### src/rtl/mips_pipe_pkg.sv
// ============================================================================
// mips_pipe_pkg : shared pipeline constants, hazard FSM states, bubble cmds
// Revision 1.0
// ============================================================================
`default_nettype none

package mips_pipe_pkg;

  localparam int                   REG_IDX_W = 5;
  localparam logic [REG_IDX_W-1:0] REG_ZERO  = 5'd0;

  typedef enum logic [0:0] {
    HZ_RUN   = 1'b0,
    HZ_STALL = 1'b1
  } hz_state_t;

  typedef enum logic [1:0] {
    BC_HOLD = 2'd0,
    BC_LOAD = 2'd1,
    BC_DEC  = 2'd2,
    BC_CLR  = 2'd3
  } bubble_cmd_t;

endpackage

`default_nettype wire

### src/rtl/hazard_bubble_counter.sv
// ============================================================================
// hazard_bubble_counter : loadable down-counter sequencing load-use bubbles
// Revision 1.0
// ============================================================================
`default_nettype none

module hazard_bubble_counter
  import mips_pipe_pkg::*;
#(
  parameter int CNT_W = 3
) (
  input  logic             clk,
  input  logic             reset,
  input  bubble_cmd_t      i_cmd,
  input  logic [CNT_W-1:0] i_load_val,
  output logic [CNT_W-1:0] o_count,
  output logic             o_zero
);

  logic [CNT_W-1:0] r_count;

  // Decrement saturates at zero so a stray DEC can never wrap into a long stall.
  always_ff @(posedge clk or negedge reset) begin
    if (!reset) begin
      r_count <= '0;
    end else begin
      case (i_cmd)
        BC_LOAD: r_count <= i_load_val;
        BC_DEC:  r_count <= (r_count == '0) ? '0 : r_count - 1'b1;
        BC_CLR:  r_count <= '0;
        default: r_count <= r_count;
      endcase
    end
  end

  assign o_count = r_count;
  assign o_zero  = (r_count == '0);

endmodule

`default_nettype wire

### src/rtl/hazard_control_unit.sv
// ============================================================================
// hazard_control_unit : load-use stall / redirect flush control beside ID.
// Optional HAZARD_STATS_EN adds stall/flush event counters.  Revision 1.0
// ============================================================================
`default_nettype none

module hazard_control_unit
  import mips_pipe_pkg::*;
#(
  parameter int LOAD_USE_BUBBLES = 1,
  parameter int CNT_W            = 3
) (
  input  logic                 clk,
  input  logic                 reset,
  input  logic [REG_IDX_W-1:0] i_id_rs,
  input  logic [REG_IDX_W-1:0] i_id_rt,
  input  logic                 i_id_uses_rt,
  input  logic                 i_ex_mem_read,
  input  logic [REG_IDX_W-1:0] i_ex_rt,
  input  logic                 i_ex_redirect,
  input  logic                 i_ext_stall,
  output logic                 o_pc_write,
  output logic                 o_if_id_write,
  output logic                 o_if_id_flush,
  output logic                 o_id_ex_flush,
  output logic                 o_stalled,
  output logic [31:0]          o_stall_count,
  output logic [31:0]          o_flush_count
);

  localparam logic [CNT_W-1:0] LOAD_VAL = CNT_W'(LOAD_USE_BUBBLES - 1);

  hz_state_t        r_state;
  hz_state_t        w_state_nxt;
  bubble_cmd_t      w_cmd;
  logic [CNT_W-1:0] w_cnt;
  logic             w_cnt_zero;
  logic             w_hazard;
  logic             w_last;
  logic             w_pc_write;
  logic             w_if_id_write;
  logic             w_if_id_flush;
  logic             w_id_ex_flush;
  logic             w_stalled;

  assign w_hazard = i_ex_mem_read & (i_ex_rt != REG_ZERO) &
                    ((i_ex_rt == i_id_rs) | (i_id_uses_rt & (i_ex_rt == i_id_rt)));

  // Treat an already-empty counter as the last bubble so STALL can never stick.
  assign w_last = (w_cnt == CNT_W'(1)) | w_cnt_zero;

  hazard_bubble_counter #(
    .CNT_W (CNT_W)
  ) u_bubble_counter (
    .clk        (clk),
    .reset      (reset),
    .i_cmd      (w_cmd),
    .i_load_val (LOAD_VAL),
    .o_count    (w_cnt),
    .o_zero     (w_cnt_zero)
  );

  always_ff @(posedge clk or negedge reset) begin
    if (!reset) begin
      r_state <= HZ_RUN;
    end else begin
      r_state <= w_state_nxt;
    end
  end

  always_comb begin
    w_state_nxt   = r_state;
    w_cmd         = BC_HOLD;
    w_pc_write    = 1'b1;
    w_if_id_write = 1'b1;
    w_if_id_flush = 1'b0;
    w_id_ex_flush = 1'b0;
    w_stalled     = 1'b0;
    if (i_ex_redirect) begin
      w_if_id_flush = 1'b1;
      w_id_ex_flush = 1'b1;
      w_state_nxt   = HZ_RUN;
      w_cmd         = BC_CLR;
    end else if (i_ext_stall) begin
      w_pc_write    = 1'b0;
      w_if_id_write = 1'b0;
      w_stalled     = 1'b1;
    end else if (r_state == HZ_STALL) begin
      w_pc_write    = 1'b0;
      w_if_id_write = 1'b0;
      w_id_ex_flush = 1'b1;
      w_stalled     = 1'b1;
      w_cmd         = BC_DEC;
      if (w_last) begin
        w_state_nxt = HZ_RUN;
      end
    end else if (w_hazard) begin
      w_pc_write    = 1'b0;
      w_if_id_write = 1'b0;
      w_id_ex_flush = 1'b1;
      w_stalled     = 1'b1;
      if (LOAD_USE_BUBBLES > 1) begin
        w_state_nxt = HZ_STALL;
        w_cmd       = BC_LOAD;
      end
    end
  end

  // While reset is asserted the front end runs freely regardless of inputs.
  assign o_pc_write    = ~reset | w_pc_write;
  assign o_if_id_write = ~reset | w_if_id_write;
  assign o_if_id_flush = reset & w_if_id_flush;
  assign o_id_ex_flush = reset & w_id_ex_flush;
  assign o_stalled     = reset & w_stalled;

`ifdef HAZARD_STATS_EN
  logic [31:0] r_stall_count;
  logic [31:0] r_flush_count;

  always_ff @(posedge clk or negedge reset) begin
    if (!reset) begin
      r_stall_count <= '0;
      r_flush_count <= '0;
    end else if (i_ex_redirect) begin
      r_flush_count <= r_flush_count + 32'd1;
    end else if (w_id_ex_flush) begin
      r_stall_count <= r_stall_count + 32'd1;
    end
  end

  assign o_stall_count = r_stall_count;
  assign o_flush_count = r_flush_count;
`else
  assign o_stall_count = 32'b0;
  assign o_flush_count = 32'b0;
`endif

endmodule

`default_nettype wire

### config.mk
export PLATFORM = sky130hd
export DESIGN_NAME = hazard_control_unit
export DESIGN_NICKNAME = d
export VERILOG_FILES = /design/src/rtl/mips_pipe_pkg.sv /design/src/rtl/hazard_bubble_counter.sv /design/src/rtl/hazard_control_unit.sv
export SDC_FILE = /design/constraint.sdc
export NUM_CORES = 1
export LEC_CHECK = 0
export CAP_MARGIN = 10
export CORE_AREA = 2 2 61 63
export DETAILED_ROUTE_END_ITERATION = 8
export DIE_AREA = 0 0 63 65
export GPL_TIMING_DRIVEN = 0
export PLACE_DENSITY = 0.78
export SYNTH_ARGS = -nofsm -noshare
export SYNTH_HDL_FRONTEND = slang
export SYNTH_SLANG_ARGS = --single-unit
### constraint.sdc
create_clock -name clk -period 1.1 [get_ports clk]
set_input_delay 0.11 -clock clk [delete_from_list [all_inputs] [get_ports clk]]
set_output_delay 0.11 -clock clk [all_outputs]
set_load 0.05 [all_outputs]
==> flow_summary.toml <==
[clock_network]
cts_tree = "built"
cts_buffers = 3
cts_buffer_depth = 2
cts_max_level = 1
path_clk_slew_ns = 0.03
cts_sinks = 4
clk-insertion-delay-late_ns = 0.23
clock-root-buffer = "clkbuf_4"

[grt]
antenna_found_initial = 0
grt_pass1_wl_mm = 2.60
globalRouteTotalUtil_pct = 8.00
overflow = 0
grt_max_degree = 7
grt_pass1_vias = 644

[floorplanning]
ios = 90
die_area_mm2 = 0.00410
die_w_um = 63
start_util_pct = 25.6
core_area_mm2 = 0.00350
fp-row-count = 22
die_y_um = 65

[route]
first_iter_violations = 13
route.detailed.drc = 0
wire_per_inst_um = 7.14
detail_route.first_pass.iterations = 4
route.final.wire_length_mm = 1.84
vias = 798
drtAntennaViolNets = 0
drt-vias-per-instance = 3.09

[yosys]
ys_warn_count = 0
synthesis.area_um2 = 896
syn_inst = 113
ys_types = 26
synth_seq_cells = 4
yosysSeqAreaShare_pct = 11.2
syn_avg_cell_area_um2 = 7.93

[status]
status = "finished with violations"
violations = "setup timing"

[job]
maxCapViolations = 0

[power]
p_comb_share_pct = 73.2
power_switching_mw = 0.670
switching_share_pct = 55.4
p_leak_nw = 0.954
ir_drop_mv = 0.243
seqPwrFrac_pct = 12.3
power_per_cell_area_mw_per_mm2 = 745
intPower_mw = 0.538
clkPwrFrac_pct = 14.5

[timing]
setup_ws_ns = -0.476
rsz0062_at_grt = "yes"
period_share_pct = 143
min_period_ns = 1.58
final_hold_viol_count = 0
tns_ns = -2.00
slew_violations = 0
fin_skew_ns = 0.00416
setup_viol = 8
whs_ns = 0.306
max_freq_ghz = 0.635

[setup_path]
max_stage_delay_ns = 0.37
start_kind = "primary input"
worstPathMaxFanout = 3
end_kind = "output port"
cp.required_ns = 0.99
crit_slowest_cell = "o31a_4"
crit_chain = "buf_6 > xor2_2 > nor4_2 > a32oi_2 > o31a_4 > buf_8 > buf_8"
timing.critical_path.mode_cell = "buf_8"
critPathKind = "primary input to output port"
arrival_ns = 1.47

[place]
preCtsSetupSlack_ns = -1.46
dpl_cell_area_mm2 = 0.00151
dp_cells = 249
io_buffers = 25
hpwl_mm = 1.54
gp_congestion = 0.729

[min_path]
hold_path_class = "primary input to flip-flop"

[final_layout]
stdcell_area_mm2 = 0.00162
final_cell_mix = "71 x buf_4, 64 x conb_1, 9 x dlygate4sd2_1"
final_common_cell = "buf_4"
area_growth_syn_to_layout_pct = 81.0
finalNonFillerCells = 258
antennaDiodeCount = 0
nets = 235
drive_gt1_share_pct = 51.4
## power groups by stage
stage          sequential, mW  clock, mW  combinational, mW
2_1_floorplan           0.150          0              0.754
3_3_place_gp            0.150          0              0.869
3_5_place_dp            0.150          0              0.870
4_1_cts                 0.148      0.187              0.876
5_1_grt                 0.148      0.205              0.922
6_report                0.148      0.175              0.885
## cell families (layout without fill, tap and decap cells)
family / after synthesis / in the layout / synth area share, %
buffers and inverters: 69 / 103 / 56.1
AND/OR/NAND/NOR: 15 / 15 / 10.3
AO/OA/AOI/OAI: 11 / 11 / 8.24
XOR/XNOR: 10 / 10 / 9.78
flip-flops: 4 / 4 / 11.2
adder cells (fa/ha/maj): 2 / 2 / 2.79
other: 1 / 64 / 0.419
multiplexers: 1 / 1 / 1.12
## cells in the mapped netlist (all sizes together)
master / n / area (µm²)
and2: 1 / 6.26
a32oi: 1 / 8.76
nor4: 1 / 12.5
o31ai: 1 / 7.51
buf: 65 / 488
nand3b: 1 / 7.51
inv: 4 / 15.0
nor3: 2 / 10.0
nor2: 4 / 15.0
conb: 1 / 3.75
o31a: 1 / 8.76
a21oi: 2 / 10.0
dfrtp: 4 / 100
ha: 2 / 25.0
or4: 2 / 15.0
mux2i: 1 / 10.0
nor3b: 1 / 7.51
o21bai: 1 / 7.51
xnor2: 1 / 8.76
o21ai: 3 / 18.8
xor2: 9 / 78.8
or2: 1 / 6.26
nand2b: 2 / 12.5
a31oi: 2 / 12.5
## path summary, 6_finish.rpt
kind,from,endpoint,slack (ns),depth (start not counted)
hold reg to reg,u_bubble_counter.o_count[1],u_bubble_counter.o_count[1],0.62,2
setup / recovery,i_id_rt[2],o_pc_write,-0.48,7
max in group asynchronous,reset,r_state,0.37,2
min in group asynchronous,reset,u_bubble_counter.o_count[0],0.54,2
hold / removal,i_ex_redirect,u_bubble_counter.o_count[1],0.31,2
setup reg to reg,u_bubble_counter.o_count[0],r_state,-0.16,6
## layout make-up
| class | instances | area (µm²) |
|---|---|---|
| clock buffers | 3 | 22.5 |
| fillers | 358 | 1870 |
| flip-flops and latches | 4 | 103 |
| multi-input cells | 103 | 646 |
| inverters | 4 | 15.0 |
| repair buffers | 31 | 280 |
| well taps | 48 | 60.1 |
| plain buffers | 65 | 495 |
## state kept, by name, indices dropped and copies added (netlist names)
name                      cells
r_state                       1
u_bubble_counter.o_count      3
## through the flow
step,power [mW],utilization (%)
after global placement,1.02,43.2
after detailed placement,1.02,43.2
after CTS,1.21,45.5
final,1.21,46.4
after global routing,1.27,46.4
after floorplan,0.904,-
## timing repair
| item | CTS | global route |
|---|---|---|
| setup endpoints to repair | 9 | 8 |
| cloned | 0 | 0 |
| endpoints found under the hold margin | 4 | 0 |
| gates resized for setup | 90 | 5 |
| buffers inserted | 3 | 2 |
| pin swaps | 16 | 2 |
| hold buffers | 1 | 0 |
## metal layers
metal / share of wire (%) / up-vias / track usage [%] / wire length (µm)
met5: 0 / - / 0 / 0
met4: 0.87 / 0 / 5.00 / 16
met3: 13 / 2 / 2.08 / 246
met2: 54 / 55 / 16.0 / 997
met1: 32 / 313 / 7.03 / 582
li1: - / 428 / - / -
## worst max-delay path, delay by kind of cell
| family | cells | cell delay, ns |
|---|---|---|
| compound gates | 2 | 0.55 |
| xor+xnor | 1 | 0.16 |
| buf+inv | 3 | 0.35 |
| simple gates | 1 | 0.29 |
Power figures use the tool's default switching activity.
